===== src/rtl/stream_mux_rr.sv =====
// N-channel valid/ready stream mux with a registered output stage.
// Arbitration is either a fixed channel select or round-robin from rr_ptr.
module stream_mux_rr #(
    parameter int  WIDTH = 8,
    parameter int  NCH   = 4,
    localparam int SELW  = $clog2(NCH)
) (
    input  logic                  clk,
    input  logic                  rst_n,
    input  logic [NCH*WIDTH-1:0]  in_data,
    input  logic [NCH-1:0]        in_valid,
    output logic [NCH-1:0]        in_ready,
    input  logic                  mode,
    input  logic [SELW-1:0]       sel,
    output logic [WIDTH-1:0]      out_data,
    output logic [SELW-1:0]       out_ch,
    output logic                  out_valid,
    input  logic                  out_ready
);

    localparam int              NPAD  = 2 ** SELW;
    localparam logic [SELW:0]   NCH_W = (SELW + 1)'(NCH);

    logic [NPAD-1:0]  vpad;
    logic             load;
    logic             found;
    logic [SELW-1:0]  gidx;
    logic [NCH-1:0]   grant;
    logic [WIDTH-1:0] gdata;
    logic [SELW-1:0]  rr_ptr;
    logic [SELW-1:0]  rr_nxt;
    logic [SELW:0]    rr_inc;

    // Padding lets sel/pointer index safely when NCH is not a power of two.
    assign vpad = NPAD'(in_valid);

    // Reset gates load so no channel sees ready while rst_n is low.
    assign load = rst_n & (~out_valid | out_ready);

    always_comb begin : arb
        logic [SELW:0] idx;
        found = 1'b0;
        gidx  = '0;
        idx   = '0;
        if (mode) begin
            for (int k = 0; k < NCH; k++) begin
                idx = {1'b0, rr_ptr} + (SELW + 1)'(k);
                if (idx >= NCH_W)
                    idx = idx - NCH_W;
                if (!found && vpad[idx[SELW-1:0]]) begin
                    found = 1'b1;
                    gidx  = idx[SELW-1:0];
                end
            end
        end else if (({1'b0, sel} < NCH_W) && vpad[sel]) begin
            found = 1'b1;
            gidx  = sel;
        end
    end

    always_comb begin
        grant = '0;
        gdata = '0;
        for (int i = 0; i < NCH; i++) begin
            grant[i] = found && (gidx == SELW'(i));
            if (grant[i])
                gdata = in_data[i*WIDTH +: WIDTH];
        end
    end

    assign in_ready = grant & {NCH{load}};

    assign rr_inc = {1'b0, gidx} + (SELW + 1)'(1);
    assign rr_nxt = (rr_inc == NCH_W) ? '0 : rr_inc[SELW-1:0];

    always_ff @(posedge clk or negedge rst_n) begin
        if (!rst_n) begin
            out_valid <= 1'b0;
            out_data  <= '0;
            out_ch    <= '0;
            rr_ptr    <= '0;
        end else if (load) begin
            out_valid <= found;
            if (found) begin
                out_data <= gdata;
                out_ch   <= gidx;
                if (mode)
                    rr_ptr <= rr_nxt;
            end
        end
    end

endmodule


===== config.mk =====
export PLATFORM = sky130hd
export DESIGN_NAME = stream_mux_rr
export DESIGN_NICKNAME = d
export VERILOG_FILES = /design/src/rtl/stream_mux_rr.sv
export SDC_FILE = /design/constraint.sdc
export NUM_CORES = 1
export LEC_CHECK = 0
export CORE_ASPECT_RATIO = 1.2
export CORE_UTILIZATION = 40
export CTS_CLUSTER_DIAMETER = 120
export DETAILED_ROUTE_END_ITERATION = 7
export PLACE_DENSITY = 0.8
export SLEW_MARGIN = 20
export SYNTH_ARGS = -nofsm -noshare
export SYNTH_HDL_FRONTEND = slang
export SYNTH_SLANG_ARGS = --single-unit

===== constraint.sdc =====
create_clock -name clk -period 3 [get_ports clk]
set_input_delay 0.3 -clock clk [delete_from_list [all_inputs] [get_ports clk]]
set_output_delay 0.3 -clock clk [all_outputs]
set_load 0.005 [all_outputs]

==> results.json <==
{
  "synthMuxAreaShare": 0.06843,
  "detail-route-antenna-nets": 0,
  "cts_max_level": 1,
  "ys_ff_latch": 13,
  "io_pins": 57,
  "synth-xor-area-share": 0,
  "clk_pin_slew_worst_paths_ps": 80,
  "place.gp.congestion": 0.7914,
  "crit_chain": "clkdlybuf4s50_1, nand2b_1, a21oi_1, o32ai_1, buf_4, inv_1, ha_1, buf_4, and2_1, clkdlybuf4s50_1",
  "setup_viol": 0,
  "grt_overflow_total": 0,
  "power_density_mw_per_mm2": 535.0,
  "critical_path.max_fanout": 11,
  "synth_top_family_by_area": "compound AO/OA/AOI/OAI gates",
  "worst_ep_arrival_time_ps": 2570,
  "path_class": "in2out",
  "clock_skew_ps": 8.550,
  "relSlewSlack": 0.7439,
  "cp.required_ps": 2700,
  "insertion_delay_ps": 270,
  "clockBufferDepth": 2,
  "dieArea_mm2": 0.003052,
  "vdd_drop_max_uv": 415.7,
  "worst_slew_pin_slew_ps": 384.1,
  "drv_slew": 0,
  "clock_sinks": 13,
  "synth_area_leaders": "dfrtp_1 29%, inv_1 7.0%, a221oi_1 6.2%",
  "layout_commonest_cell": "clkdlybuf4s50_1",
  "synth_top_area_frac": 0.2870,
  "total_power_w": 0.0009746,
  "status": "finished clean",
  "start_kind": "primary input",
  "grt_usage": 0.2123,
  "cap_violations": 0,
  "synth_top_cell_by_area": "dfrtp_1",
  "cts_inserted_buffers": 3,
  "cts_tree": "done",
  "fmax_ghz": 0.3487,
  "syn_avg_cell_area_um2": 8.926,
  "dr.pass1.iters": 4,
  "clock-root-buffer": "clkbuf_4",
  "n_antenna_cell": 0,
  "antenna_found_initial": 0,
  "viasPerCell": 5.205,
  "period_share": 0.9559,
  "synth.distinct_cells": 30,
  "grt_pass1_wl_um": 4802,
  "synth_nets": 173,
  "endpoint_kind": "output pin",
  "tns_ps": 0,
  "layout.nets": 238,
  "mostFrequentLayoutCells": "54 x clkdlybuf4s50_1, 21 x inv_1, 13 x dfrtp_1, 13 x buf_4",
  "coreArea_mm2": 0.002603,
  "dieWidth_um": 50.60,
  "drc_errors": 0,
  "syn_area_mm2": 0.001134,
  "synthSimpleGateAreaFrac": 0.1722,
  "grt_max_degree": 24,
  "cp_slowest_cell": "clkdlybuf4s50_1",
  "hpwl_um": 2525,
  "finalWirelength_um": 3235,
  "critical-path-max-stage-delay_ps": 600,
  "grt_pass1_vias": 1126,
  "ys_seq_area_frac": 0.2870,
  "fp.dieH_um": 60.32,
  "hold_class": "in2async",
  "rsz0062_at_grt": "no",
  "start_util": 0.4356,
  "vias": 1166,
  "drt_iter0_drc": 29,
  "synth-compound-area-share": 0.3146,
  "std_cell_rows": 20,
  "postSynthCellCount": 127,
  "leakage_nw": 0.7917,
  "numPortBuffers": 56,
  "yosys_warnings": 0,
  "fin_crit_ps": 2868,
  "drive_gt1_frac": 0.1571,
  "fillers": 215,
  "wire_per_inst_um": 14.44,
  "syn_to_final_growth_pct": 60.71,
  "synth_adder_area_share": 0.04415,
  "hold_viol_final": 0
}
## Yosys cell counts (all sizes together)
master / instances
and3: 1
a21oi: 11
mux2i: 4
nand4: 1
o32ai: 1
o32a: 1
a21o: 1
nand2b: 5
o22a: 1
o2bb2ai: 1
nand2: 2
and2: 12
o41ai: 1
o2111ai: 8
clkbuf: 5
inv: 21
buf: 4
dfrtp: 13
a221oi: 8
o21ai: 9
or2: 1
o221ai: 1
ha: 4
mux2: 3
nand3b: 8
## registers in the layout, indices dropped and copies added (netlist names)
name       count
out_valid      1
rr_ptr         2
out_ch         2
out_data       8
## routing by layer
metal  vias up  global-route usage  part of all wire
li1        586                   -                 -
met1       534              0.2667              0.42
met2        40              0.3619              0.51
met3         6             0.01527             0.049
met4         0              0.1190             0.019
met5         -                   0                 0
## layout make-up
| type | count | area (um2) | area share |
|---|---|---|---|
| multi-input cells | 84 | 686.9 | 0.3771 |
| flip-flops and latches | 13 | 325.3 | 0.1786 |
| inverters | 21 | 78.83 | 0.04327 |
| well taps | 33 | 41.29 | 0.02266 |
| repair buffers | 69 | 663.1 | 0.3640 |
| clock buffers | 4 | 26.28 | 0.01442 |
## where the power goes
group,switching [W],internal [W]
sequential,0.0000535,0.000246
combinational,0.000234,0.000335
clock,0.0000551,0.0000515
total,0.000343,0.000632
## worst max-delay path: cells and delay by family
family                     cells  cell delay, ps
buffers and inverters          5            1450
adders and majority gates      1             190
and+or+nand+nor                2             290
AOI/OAI and AO/OA              2             350
## path summary, 6_finish.rpt
check | from | endpoint | slack, ps | depth (start not counted)
max | in_valid[3] | in_ready[1] | 130 | 10
min | rst_n | out_data[2]$_DFFE_PN0P_ | 400 | 2
max reg2reg | rr_ptr[1]$_DFFE_PN0P_ | out_data[0]$_DFFE_PN0P_ | 540 | 9
min reg2reg | out_valid$_DFFE_PN0P_ | out_valid$_DFFE_PN0P_ | 520 | 1
max in group asynchronous | rst_n | rr_ptr[1]$_DFFE_PN0P_ | 2390 | 2
min in group clk | out_valid$_DFFE_PN0P_ | out_valid$_DFFE_PN0P_ | 520 | 1
## through the flow
step                  util  setup slack [ps]  cells  hold slack [ps]  cell area, um2
floorplan                -             674.4    127            4.409            1134
CTS                 0.6837             88.08    220            394.1            1779
detailed placement  0.6736             83.14    216            492.3            1753
global route        0.7000             27.47    224            401.6            1822
finish              0.7000             132.2    224            398.3            1822
global placement    0.6736             166.2    216            492.6            1753
## timing repair
item,in CTS,in global routing
gates resized for setup,0,4
setup buffers,0,4
setup endpoints to repair,0,1
hold buffers,0,0
## cell families (layout without fill, tap and decap cells)
| family | after synthesis | in the layout |
|---|---|---|
| adders and majority gates | 4 | 4 |
| DFF | 13 | 13 |
| muxes | 7 | 7 |
| and+or+nand+nor | 30 | 30 |
| buffers and inverters | 30 | 94 |
| AOI/OAI and AO/OA | 43 | 43 |
No activity file was read; power rests on OpenSTA's default activity.
